<file path="src/rtl/mant_div_iter.sv">
// Multi-cycle restoring divider for floating-point mantissas.
// Resolves BITS_PER_CYCLE quotient bits per clock and returns the quotient,
// the final shifted partial remainder and a sticky bit for rounding.
module mant_div_iter #(
  parameter int unsigned MANT_W         = 24,
  parameter int unsigned QUOT_W         = 24,
  parameter int unsigned BITS_PER_CYCLE = 1
) (
  input  logic              in_clk,
  input  logic              in_rst,
  input  logic              in_start,
  input  logic [MANT_W:0]   in_dividend,
  input  logic [MANT_W-1:0] in_divisor,
  output logic              out_busy,
  output logic              out_done,
  output logic [QUOT_W-1:0] out_quotient,
  output logic [MANT_W:0]   out_remainder,
  output logic              out_sticky,
  output logic              out_dbz,
  output logic              out_range_err
);

  localparam int unsigned Steps = QUOT_W / BITS_PER_CYCLE;
  localparam int unsigned CntW  = $clog2(Steps + 1);

  localparam logic [1:0] StIdle = 2'd0;
  localparam logic [1:0] StRun  = 2'd1;
  localparam logic [1:0] StDone = 2'd2;

  logic [1:0]        state_q;
  logic [CntW-1:0]   cnt_q;
  logic [MANT_W+1:0] rem_q;
  logic [MANT_W-1:0] div_q;
  logic [QUOT_W-1:0] quot_q;
  logic [QUOT_W-1:0] quot_out_q;
  logic [MANT_W:0]   rem_out_q;
  logic              dbz_q;
  logic              range_err_q;

  logic [MANT_W+1:0] rem_nxt;
  logic [QUOT_W-1:0] quot_nxt;
  logic [MANT_W+1:0] div_ext;
  logic              range_err_in;

  assign div_ext      = {2'b00, div_q};
  // Dividend at least twice the divisor means the leading quotient bit overflows.
  assign range_err_in = {1'b0, in_dividend} >= {in_divisor, 1'b0};

  // BITS_PER_CYCLE chained restoring steps; the shift drops any overflow past R's width.
  always_comb begin
    rem_nxt  = rem_q;
    quot_nxt = quot_q;
    for (int i = 0; i < int'(BITS_PER_CYCLE); i++) begin
      quot_nxt = quot_nxt << 1;
      if (rem_nxt >= div_ext) begin
        rem_nxt     = (rem_nxt - div_ext) << 1;
        quot_nxt[0] = 1'b1;
      end else begin
        rem_nxt = rem_nxt << 1;
      end
    end
  end

  // Control FSM, datapath registers and result registers.
  always_ff @(posedge in_clk) begin
    if (in_rst) begin
      state_q     <= StIdle;
      cnt_q       <= '0;
      rem_q       <= '0;
      div_q       <= '0;
      quot_q      <= '0;
      quot_out_q  <= '0;
      rem_out_q   <= '0;
      dbz_q       <= 1'b0;
      range_err_q <= 1'b0;
    end else begin
      case (state_q)
        StIdle: begin
          if (in_start) begin
            if (in_divisor == '0) begin
              state_q     <= StDone;
              quot_out_q  <= '1;
              rem_out_q   <= in_dividend;
              dbz_q       <= 1'b1;
              range_err_q <= 1'b0;
            end else begin
              state_q     <= StRun;
              rem_q       <= {1'b0, in_dividend};
              div_q       <= in_divisor;
              quot_q      <= '0;
              cnt_q       <= CntW'(Steps);
              dbz_q       <= 1'b0;
              range_err_q <= range_err_in;
            end
          end
        end
        StRun: begin
          rem_q  <= rem_nxt;
          quot_q <= quot_nxt;
          cnt_q  <= cnt_q - 1'b1;
          if (cnt_q == CntW'(1)) begin
            state_q    <= StDone;
            quot_out_q <= quot_nxt;
            rem_out_q  <= rem_nxt[MANT_W:0];
          end
        end
        StDone: begin
          state_q <= StIdle;
        end
        default: begin
          state_q <= StIdle;
        end
      endcase
    end
  end

  // Status and result outputs.
  always_comb begin
    out_busy      = (state_q == StRun);
    out_done      = (state_q == StDone);
    out_quotient  = quot_out_q;
    out_remainder = rem_out_q;
    out_sticky    = |rem_out_q;
    out_dbz       = dbz_q;
    out_range_err = range_err_q;
  end

endmodule
</file>
<file path="config.mk">
export PLATFORM = sky130hd
export DESIGN_NAME = mant_div_iter
export DESIGN_NICKNAME = d
export VERILOG_FILES = /design/src/rtl/mant_div_iter.sv
export SDC_FILE = /design/constraint.sdc
export NUM_CORES = 1
export LEC_CHECK = 0
export BUFFER_PORTS_ARGS = -buffer_cell sky130_fd_sc_hd__buf_2
export CAP_MARGIN = 25
export CORE_MARGIN = 1.5
export CORE_UTILIZATION = 52
export DETAILED_ROUTE_END_ITERATION = 8
export GPL_TIMING_DRIVEN = 0
export HOLD_SLACK_MARGIN = 0.15
export PLACE_DENSITY = 0.77
export RECOVER_POWER = 100
export SYNTH_ARGS = -nofsm -noshare
export SYNTH_HDL_FRONTEND = slang
export SYNTH_SLANG_ARGS = --single-unit
</file>
<file path="constraint.sdc">
create_clock -name in_clk -period 3 [get_ports in_clk]
set_input_delay 0.15 -clock in_clk [delete_from_list [all_inputs] [get_ports in_clk]]
set_output_delay 0.15 -clock in_clk [all_outputs]
set_load 0.005 [all_outputs]
</file>
==> results.py, run 1 <==
metrics = {
    "hold_path": {
        "min_path_type": "in2reg",
        "whs_path_depth": 5,
    },
    "synthesis": {
        "synth-main-ff-cell": "dfxtp_1",
        "ys_seq_area_frac": 0.3594,
        "synthDominantCellAreaShare": 0.3594,
        "syn_area_sq_mm": 0.007297,
        "ys_warn_count": 0,
        "yosysTopAreaCell": "dfxtp_1",
        "synth_common_cells": "131 x dfxtp_1, 104 x nor2_1, 87 x nand2_1, 68 x a21oi_1, 61 x inv_1",
        "synth_area_leaders": "dfxtp_1 36%, ha_1 8.6%, nor2_1 5.3%",
        "synth-seq-cells": 131,
        "synth_cells": 911,
        "synth-edff-count": 0,
        "syn_area_per_cell_sq_um": 8.010,
        "synth_cell_types": 63,
        "async_flop_share": 0,
        "yosysMostFrequentCell": "dfxtp_1",
        "syn_nets": 1014,
    },
    "sta": {
        "period_minus_slack_ns": 3.064,
        "worst_slack_ns": -0.06449,
        "setup_viol": 8,
        "fin_skew_ns": 0.008384,
        "max_freq_ghz": 0.3263,
        "timing.final.crit_share": 1.021,
        "rsz0062_at_grt": "true",
        "fin_tns_setup_ns": -0.1979,
        "finalHoldViolCount": 0,
        "drv_slew": 0,
        "slew_headroom": 0.4108,
        "tightest_slew_ns": 0.8838,
    },
    "worst_setup_path": {
        "end_kind": "flip-flop",
        "critical_path.most_common_cell": "inv_2",
        "crit_chain": "inv_2 > ha_4 > inv_2 > fa_2 > a21o_1 > a221o_2 > a21oi_2 > nand3_2 > o21a_1 > buf_8 > or4_1 > o31ai_2 > a311oi_1",
        "critical_path_required_ns": 3.28,
        "critical_path_class": "reg2reg",
        "worst_setup_path_start_kind": "flip-flop",
        "crit_arrival_ns": 3.35,
        "ff2ff_path_depth": 13,
        "cpMaxStageDelayCell": "a221o_2",
        "critical_path_peak_fanout": 5,
        "slowest_delay_ns": 0.41,
    },
    "global_routing": {
        "grt_use_total": 0.3383,
        "antenna_found_initial": 0,
        "grt_pass1_vias": 7092,
        "grt_start_max_net_pins": 17,
        "grt_pass1_wl_mm": 37.95,
        "grt.overflow.total": 0,
    },
    "finish": {
        "instances_no_fill": 1264,
        "nets": 1175,
        "areaGrowthSynthToFinish_pct": 25.09,
        "antenna_cells": 0,
        "drive_gt1_frac": 0.1476,
        "design_area_sq_mm": 0.009128,
    },
    "power": {
        "p_total_mw": 6.225,
        "p_per_area_mw_per_mm2": 682.0,
        "vdd_drop_max_mv": 0.5403,
        "power_leakage_nw": 3.961,
    },
    "clock_network": {
        "root_buffer": "clkbuf_16",
        "numCtsBuffers": 17,
        "clock_latency_ns": 0.43,
        "htreeDepth": 4,
        "clk_pin_slew_ns": 0.06,
        "cts_max_path_buffers": 2,
        "cts_tree": "built",
        "cts_sinks": 131,
    },
    "floorplanning": {
        "start_util": 0.5298,
        "die_y_um": 121.5,
        "die_w_um": 121.5,
        "die-area_sq_mm": 0.01475,
        "ios": 106,
        "coreArea_sq_mm": 0.01377,
        "num_rows": 43,
    },
    "route": {
        "route.detailed.drc": 0,
        "dr.pass1.iters": 5,
        "drt.antenna.violating_nets": 0,
        "vias_per_cell": 5.969,
        "initialDrtViolationCount": 843,
        "vias": 7545,
        "postRouteWirelength_mm": 24.50,
        "wl_per_cell_um": 19.38,
    },
    "placement": {
        "dp_hpwl_mm": 17.75,
        "pre_cts_slack_ns": -0.3391,
        "dpl_cell_area_sq_mm": 0.008055,
        "dp.cells": 1197,
        "routabilityCongestion": 0.9990,
        "port_buffers": 105,
    },
    "flow_run": {
        "maxCapViolCount": 0,
    },
    "outcome": {
        "violations": "negative setup slack",
        "status": "complete, but fails checks",
    },
}
## registers in the layout (all words and copies together) (netlist names)
name / cells
out_range_err: 1
out_quotient: 24
out_remainder: 25
rem_q: 26
out_dbz: 1
div_q: 24
state_q: 2
quot_q: 23
cnt_q: 5
## final cells by class
cell class | instances | area, sq um
Buffer | 53 | 227.7
Timing Repair Buffer | 145 | 867.1
Multi-Input combinational cell | 663 | 4378
Clock buffer | 20 | 446.7
Sequential cell | 131 | 2625
Tap cell | 180 | 225.2
Fill cell | 1221 | 4646
Inverter | 61 | 229.0
Clock inverter | 11 | 128.9
## metal layers
metal,wire length (um),track usage,vias to the layer above
met2,11210,0.5385,376
met3,2188,0.06955,71
met5,0,0,-
met4,1265,0.1750,0
li1,-,-,3575
met1,9837,0.4322,3523
## through the flow
stage	utilization	hold WS [ns]
after floorplan	-	0.2860
after global placement	0.5843	0.4158
after detailed placement	0.5848	0.4226
after CTS	0.6567	0.1587
after global routing	0.6627	0.2218
final	0.6627	0.1693
## placed cells by master (no fill, tap or decap), types with 39 or more instances in the layout
cell type / synthesis / layout
nor3_1: 54 / 54
dfxtp_1: 131 / 129
buf_2: 1 / 70
inv_1: 61 / 59
a21oi_1: 68 / 63
nand2_1: 87 / 87
clkbuf_1: 50 / 85
ha_1: 50 / 49
a21o_1: 39 / 39
nor2_1: 104 / 104
## final timing paths
path / slack (ns) / to / start
hold / removal: 0.17 / out_remainder[23]$_SDFFE_PP0P_ / in_dividend[23]
setup reg to reg: -0.06 / out_remainder[22]$_SDFFE_PP0P_ / rem_q[0]$_SDFFE_PP0P_
hold reg to reg: 0.45 / div_q[9]$_SDFFE_PP0P_ / div_q[9]$_SDFFE_PP0P_
setup / recovery: -0.06 / out_remainder[22]$_SDFFE_PP0P_ / rem_q[0]$_SDFFE_PP0P_
## where the power goes
| group | internal (mW) | switching (mW) |
|---|---|---|
| Sequential | 1.84 | 0.0928 |
| Combinational | 0.899 | 1.32 |
| Clock | 1.24 | 0.827 |
## critical path: cells and delay by family, from the launching register on
kind / cells / cell delay, ns
flip-flops: 1 / 0.32
buffers and inverters: 3 / 0.28
AND/OR/NAND/NOR: 2 / 0.54
adder cells (fa/ha/maj): 2 / 0.47
AO/OA/AOI/OAI: 6 / 1.29
## timing repair
item                                    CTS  global route
endpoints found under the hold margin    39             0
buffers inserted                          5             1
cloned                                    0             1
pin swaps                                11            16
hold buffers                             32             0
endpoints found under the setup margin   34            63
resized for setup                        13            34
## kinds of logic (layout without fill, tap and decap cells)
group | Yosys count | in the layout | synth area share
simple gates | 339 | 339 | 0.2152
xor+xnor | 23 | 23 | 0.02761
flops | 131 | 131 | 0.3594
buf+inv | 117 | 290 | 0.06293
fa+ha+maj | 51 | 51 | 0.08848
mux | 15 | 15 | 0.02401
compound gates | 235 | 235 | 0.2224
Note: power is estimated with default switching activity, not from simulation.
==> inputs of run 2 (changes only) <==
--- a/config.mk
+++ b/config.mk
@@ -8,11 +8,12 @@
 export BUFFER_PORTS_ARGS = -buffer_cell sky130_fd_sc_hd__buf_2
 export CAP_MARGIN = 25
 export CORE_MARGIN = 1.5
-export CORE_UTILIZATION = 52
+export CORE_UTILIZATION = 54
+export CTS_BUF_LIST = sky130_fd_sc_hd__clkbuf_4
 export DETAILED_ROUTE_END_ITERATION = 8
 export GPL_TIMING_DRIVEN = 0
 export HOLD_SLACK_MARGIN = 0.15
-export PLACE_DENSITY = 0.77
+export PLACE_DENSITY = 0.79
 export RECOVER_POWER = 100
 export SYNTH_ARGS = -nofsm -noshare
 export SYNTH_HDL_FRONTEND = slang
==> constraint.sdc (replaced) <==
create_clock -name in_clk -period 2.7 [get_ports in_clk]
set_input_delay 0.135 -clock in_clk [delete_from_list [all_inputs] [get_ports in_clk]]
set_output_delay 0.135 -clock in_clk [all_outputs]
set_load 0.05 [all_outputs]
==> run 2 against run 1 <==
  * The flow still finishes with violations (negative setup slack)
  * Clock power is 29% lower
  * Fmax decreased by 0.50%
  * Wire length is 10% higher
  * Worst setup slack worse by 0.32 ns
  * Sequential power rose by 12%
  * Largest power group unchanged
==> results.py, run 2 (synthesis gave the netlist of run 1 again) <==
metrics = {
    "hold_path": {
        "min_to": "out_remainder[5]$_SDFFE_PP0P_",
        "whs_path_depth": 4,
        "min_path_type": "in2reg",
        "min_from": "in_rst",
    },
    "outcome": {
        "status": "complete, but fails checks",
        "violations": "negative setup slack",
    },
    "power": {
        "p_comb_frac": 0.480,
        "power.clock.fraction": 0.210,
        "p_per_area_mw_per_mm2": 731.2,
        "power_leakage_nw": 4.030,
        "p_total_mw": 6.980,
        "swShare": 0.4072,
        "switchingPower_mw": 2.842,
        "power.share.sequential": 0.309,
        "intPower_mw": 4.138,
        "vdd_drop_max_mv": 0.6353,
    },
    "finish": {
        "final_common_cell": "dfxtp_1",
        "nets": 1211,
        "multi_input_area_sq_mm": 0.004676,
        "top_register": "rem_q",
        "seqCellArea_sq_mm": 0.002625,
        "drive_gt1_frac": 0.1838,
        "antenna_cells": 0,
        "areaGrowthSynthToFinish_pct": 30.81,
        "instances_no_fill": 1297,
        "largest_reg_flops": 26,
        "final_cell_mix": "129 x dfxtp_1, 98 x clkbuf_1, 94 x nor2_1",
        "nFillCells": 984,
    },
    "floorplanning": {
        "ios": 106,
        "die_w_um": 119.2,
        "die_y_um": 119.2,
        "start_util": 0.5532,
        "num_rows": 42,
        "coreArea_sq_mm": 0.01319,
        "die-area_sq_mm": 0.01422,
    },
    "clock_network": {
        "clock_latency_ns": 0.57,
        "cts_tree": "built",
        "cts_sinks": 131,
        "numCtsBuffers": 17,
        "htreeDepth": 4,
        "root_buffer": "clkbuf_4",
        "clk_pin_slew_ns": 0.13,
        "cts_max_path_buffers": 2,
    },
    "worst_setup_path": {
        "reg2reg_from": "rem_q[0]$_SDFFE_PP0P_",
        "r2r_setup_slack_ns": -0.38,
        "end_kind": "flip-flop",
        "crit_arrival_ns": 3.51,
        "critical_path_class": "reg2reg",
        "worst_setup_path_start_kind": "flip-flop",
        "critical_path_required_ns": 3.13,
        "r2r-end": "rem_q[21]$_SDFFE_PP0P_",
        "critical_path_peak_fanout": 3,
        "ff2ff_path_depth": 12,
    },
    "sta": {
        "timing.final.crit_share": 1.141,
        "max_freq_ghz": 0.3247,
        "fin_skew_ns": 0.02297,
        "drv_slew": 0,
        "worst_slack_ns": -0.3799,
        "period_minus_slack_ns": 3.080,
        "slew_headroom": 0.2558,
        "tightest_slew_ns": 1.108,
        "setup_viol": 72,
        "rsz0062_at_grt": "true",
        "finalHoldViolCount": 0,
    },
    "placement": {
        "routabilityCongestion": 0.9491,
        "port_buffers": 105,
        "dp_hpwl_mm": 17.88,
        "dp.cells": 1192,
    },
    "global_routing": {
        "antenna_found_initial": 0,
        "grt_use_total": 0.3654,
        "grt_pass1_wl_mm": 40.26,
        "grt.overflow.total": 0,
        "grt_pass1_vias": 7625,
        "grt_start_max_net_pins": 17,
    },
    "route": {
        "drt.antenna.violating_nets": 0,
        "dr.pass1.iters": 7,
        "wl_per_cell_um": 20.79,
        "initialDrtViolationCount": 799,
        "vias_per_cell": 6.234,
        "vias": 8085,
        "route.detailed.drc": 0,
        "postRouteWirelength_mm": 26.96,
    },
    "flow_run": {
        "maxCapViolCount": 0,
    },
}
[run 2: critical path: stages, from the launching register on]
cell	delay, ns
dfxtp_2	0.36
inv_4	0.06
ha_4	0.13
inv_2	0.03
fa_2	0.34
a21o_1	0.22
a221o_2	0.43
a2111oi_4	0.41
o41ai_4	0.14
a21oi_2	0.20
xnor2_1	0.11
a221oi_2	0.38
a211oi_1	0.13
[run 2: area by class of cell]
| type | instances | share of cell area |
|---|---|---|
| Buffer | 53 | 0.02661 |
| Clock buffer | 17 | 0.01337 |
| Clock inverter | 15 | 0.01874 |
| Inverter | 61 | 0.02425 |
| Multi-Input combinational cell | 663 | 0.4898 |
| Sequential cell | 131 | 0.2750 |
| Tap cell | 176 | 0.02307 |
| Timing Repair Buffer | 181 | 0.1291 |
[run 2: what timing repair did]
item / CTS / global route
setup buffers: 13 / 11
setup endpoints to repair: 52 / 74
resized for setup: 60 / 63
cloned: 1 / 1
hold buffers: 52 / 0
hold endpoints to repair: 76 / 0
pin swaps: 57 / 35
[run 2: how the worst max path moves through the flow]
stage	start	slack [ns]	cells past startpoint	endpoint
after global routing	rem_q[19]$_SDFFE_PP0P_	-0.52	11	rem_q[15]$_SDFFE_PP0P_
after CTS	rem_q[0]$_SDFFE_PP0P_	-0.25	12	out_remainder[21]$_SDFFE_PP0P_
after global placement	in_divisor[23]	-0.46	11	rem_q[20]$_SDFFE_PP0P_
after floorplan	rem_q[0]$_SDFFE_PP0P_	-0.04	13	out_remainder[22]$_SDFFE_PP0P_
after detailed placement	in_divisor[23]	-0.53	11	quot_q[21]$_SDFFE_PP0P_
final	rem_q[0]$_SDFFE_PP0P_	-0.38	12	rem_q[21]$_SDFFE_PP0P_
[run 2: power groups by stage]
stage	clock, mW	sequential, mW	combinational, mW
2_1_floorplan	0	2.22	1.61
3_3_place_gp	0	2.18	2.21
3_5_place_dp	0	2.18	2.22
4_1_cts	1.46	2.14	2.81
5_1_grt	1.55	2.17	3.53
6_report	1.47	2.16	3.35
[run 2: stage by stage]
step / worst slack [ns] / setup TNS, ns / hold slack (ns) / utilization / instance area (sq um)
2_1_floorplan: -0.03747 / -0.1113 / 0.2710 / - / 7325
6_report: -0.3799 / -12.33 / 0.1888 / 0.7237 / 9545
3_3_place_gp: -0.4550 / -28.32 / 0.3993 / 0.6118 / 8070
4_1_cts: -0.2527 / -6.627 / 0.1727 / 0.7040 / 9286
3_5_place_dp: -0.5292 / -29.76 / 0.4085 / 0.6118 / 8070
5_1_grt: -0.5234 / -17.71 / 0.2094 / 0.7237 / 9545
[run 2: routing by layer]
metal	share of wire	global-route usage	up-vias
li1	-	-	3646
met1	0.37	0.4357	3797
met4	0.070	0.2206	0
met3	0.11	0.09483	129
met5	0	0	-
met2	0.45	0.5907	513
==> inputs of run 3 (changes only) <==
--- a/config.mk
+++ b/config.mk
@@ -7,13 +7,15 @@
 export LEC_CHECK = 0
 export BUFFER_PORTS_ARGS = -buffer_cell sky130_fd_sc_hd__buf_2
 export CAP_MARGIN = 25
+export CELL_PAD_IN_SITES_DETAIL_PLACEMENT = 1
+export CELL_PAD_IN_SITES_GLOBAL_PLACEMENT = 2
 export CORE_MARGIN = 1.5
-export CORE_UTILIZATION = 54
+export CORE_UTILIZATION = 32
 export CTS_BUF_LIST = sky130_fd_sc_hd__clkbuf_4
 export DETAILED_ROUTE_END_ITERATION = 8
 export GPL_TIMING_DRIVEN = 0
 export HOLD_SLACK_MARGIN = 0.15
-export PLACE_DENSITY = 0.79
+export PLACE_DENSITY_LB_ADDON = 0.1
 export RECOVER_POWER = 100
 export SYNTH_ARGS = -nofsm -noshare
 export SYNTH_HDL_FRONTEND = slang
==> run 3 against run 2 <==
  * The run still ends with negative setup slack left
  * Count of clock-buffer cells in the layout grew 1
  * Critical path depth shrank 2
  * Design area shrank 0.48%
  * Register-to-register slack is essentially flat
  * Fmax shrank 2.1%
  * Via count shrank 8.2%
  * Worst setup slack lost 0.066 ns
  * Non-clock buffer count shrank 2
  * Global-route usage shrank 11 points
  * Total power shrank 4.3%
  * Combinational power shrank 7.2%
  * Critical path type is now in2reg
  * Critical endpoint is now rem_q[14]$_SDFFE_PP0P_
  * Largest power group unchanged
  * Highest routed layer unchanged
==> results.py, run 3 (synthesis gave the netlist of run 1 again) <==
metrics = {
    "outcome": {
        "status": "complete, but fails checks",
        "violations": "negative setup slack",
    },
    "worst_setup_path": {
        "crit_arrival_ns": 3.62,
        "end_kind": "flip-flop",
        "r2r_setup_slack_ns": -0.37,
        "critical_path_required_ns": 3.17,
        "critical_path_class": "in2reg",
        "slowest_delay_ns": 0.78,
        "critical_path_peak_fanout": 10,
        "worstSetupEndpoint": "rem_q[14]$_SDFFE_PP0P_",
        "worst-path-buf-inv": 3,
        "ff2ff_path_depth": 12,
        "critical-path-top-delay-family": "simple AND/OR/NAND/NOR gates",
        "reg2reg_from": "div_q[0]$_SDFFE_PP0P_",
        "worst_setup_path_start_kind": "input pin",
        "crit_chain": "clkbuf_1 > nor4_1 > and4_1 > nand3_1 > nand2_1 > a21o_1 > buf_2 > clkbuf_1 > nand3_1 > o41ai_2",
        "r2r-end": "out_remainder[3]$_SDFFE_PP0P_",
        "critPathLaunch": "in_divisor[23]",
        "cpMaxStageDelayCell": "nor4_1",
        "cp_num_cells": 10,
    },
    "global_routing": {
        "antenna_found_initial": 1,
        "grt_pass1_vias": 7644,
        "grt_use_total": 0.2519,
        "met2_usage": 0.4363,
        "use_met1": 0.3164,
        "grt_start_max_net_pins": 17,
        "grt.overflow.total": 0,
        "top_usage_layer": "met2",
        "grt_pass1_wl_mm": 44.99,
        "grt_util_met3": 0.04340,
    },
    "clock_network": {
        "clk_pin_slew_ns": 0.14,
        "numCtsBuffers": 17,
        "cts_tree": "built",
        "root_buffer": "clkbuf_4",
        "cts_sinks": 131,
        "htreeDepth": 4,
        "clock_latency_ns": 0.58,
        "cts_max_path_buffers": 2,
    },
    "power": {
        "swShare": 0.4254,
        "power.share.sequential": 0.323,
        "vdd_drop_max_mv": 0.3199,
        "p_total_mw": 6.681,
        "intPower_mw": 3.839,
        "switchingPower_mw": 2.843,
        "p_per_area_mw_per_mm2": 703.4,
        "power_leakage_nw": 3.976,
        "power.clock.fraction": 0.211,
        "p_comb_frac": 0.465,
    },
    "sta": {
        "fin_tns_setup_ns": -22.03,
        "period_minus_slack_ns": 3.146,
        "worst_slack_ns": -0.4455,
        "timing.final.crit_share": 1.165,
        "slew_headroom": 0.3843,
        "tightest_slew_ns": 0.9151,
        "drv_slew": 0,
        "setup_viol": 106,
        "rsz0062_at_grt": "true",
        "max_freq_ghz": 0.3179,
        "finalHoldViolCount": 0,
        "fin_skew_ns": 0.02374,
    },
    "finish": {
        "nets": 1209,
        "top_register": "rem_q",
        "areaGrowthSynthToFinish_pct": 30.18,
        "final_common_cell": "dfxtp_1",
        "largest_reg_flops": 26,
        "drive_gt1_frac": 0.1761,
        "final_cell_mix": "129 x dfxtp_1, 99 x nor2_1, 97 x clkbuf_1",
        "nFillCells": 2790,
        "design_area_sq_mm": 0.009499,
        "instances_no_fill": 1405,
    },
    "floorplanning": {
        "num_rows": 55,
        "die-area_sq_mm": 0.02372,
        "ios": 106,
        "die_w_um": 154.0,
        "coreArea_sq_mm": 0.02250,
        "start_util": 0.3243,
        "die_y_um": 154.0,
    },
    "placement": {
        "port_buffers": 105,
        "dp_hpwl_mm": 22.38,
        "dpl_cell_area_sq_mm": 0.008214,
        "routabilityCongestion": 0.8716,
        "pre_cts_slack_ns": -0.9900,
        "dp.cells": 1302,
    },
    "route": {
        "dr.pass1.iters": 5,
        "drt.antenna.violating_nets": 0,
        "postRouteWirelength_mm": 29.83,
        "vias_per_cell": 5.281,
        "vias": 7420,
        "initialDrtViolationCount": 302,
        "route.detailed.drc": 0,
        "wl_per_cell_um": 21.23,
    },
    "flow_run": {
        "maxCapViolCount": 0,
    },
    "hold_path": {
        "min_path_type": "in2reg",
        "whs_path_depth": 5,
    },
}
-- run 3: cell count changes in the layout (fill, tap and decap cells not counted), moves of 3 or more --
cell	change
nor2_2	-7
nor2_1	+5
buf_12	-3
mux2i_1	+3
mux2i_2	-3
o21ai_4	-3
-- run 3: timing repair --
item,CTS,global route
hold buffers,51,0
setup buffers,15,8
gates resized for setup,59,45
pin swaps,28,28
endpoints found under the hold margin,76,0
endpoints found under the setup margin,100,91
cloned,2,0
-- run 3: power groups by stage --
stage	registers, mW	clock network (mW)	logic [mW]
final	2.16	1.41	3.11
after global routing	2.17	1.53	3.32
after CTS	2.15	1.45	2.88
after detailed placement	2.19	0	2.33
after global placement	2.19	0	2.34
after floorplan	2.22	0	1.61
-- run 3: through the flow --
step	utilization	hold slack (ns)
detailed placement	0.3650	0.4177
finish	0.4221	0.2320
CTS	0.4172	0.1886
global route	0.4221	0.2354
floorplan	-	0.2710
global placement	0.3647	0.4085
-- run 3: how the worst min path moves through the flow --
stage / startpoint / to / slack [ns]
after floorplan: in_divisor[10] / div_q[10]$_SDFFE_PP0P_ / 0.27
after global placement: in_divisor[6] / div_q[6]$_SDFFE_PP0P_ / 0.41
after detailed placement: in_divisor[14] / div_q[14]$_SDFFE_PP0P_ / 0.42
after CTS: in_divisor[23] / out_range_err$_SDFFE_PP0P_ / 0.19
after global routing: in_divisor[23] / out_range_err$_SDFFE_PP0P_ / 0.24
final: in_divisor[23] / out_range_err$_SDFFE_PP0P_ / 0.23
-- run 3: worst min-delay path, cell delays in order --
cell and delay (ns):
clkbuf_1 0.17, inv_1 0.09, ha_1 0.14, a21oi_1 0.04, o32ai_1 0.20
-- run 3: area by class of cell --
cell class | count | area, sq um | area share
Clock inverter | 14 | 143.9 | 0.01515
Buffer | 51 | 222.7 | 0.02345
Timing Repair Buffer | 181 | 1200 | 0.1263
Sequential cell | 131 | 2628 | 0.2766
Clock buffer | 18 | 135.1 | 0.01423
Multi-Input combinational cell | 663 | 4582 | 0.4823
Tap cell | 285 | 356.6 | 0.03754
Inverter | 61 | 229.0 | 0.02410
Antenna cell | 1 | 2.502 | 0.0002634
-- run 3: routing by layer --
layer  share of wire  routed length, um
met5               0                  0
met4           0.023                694
met3           0.038               1129
met2            0.49              14610
met1            0.45              13400
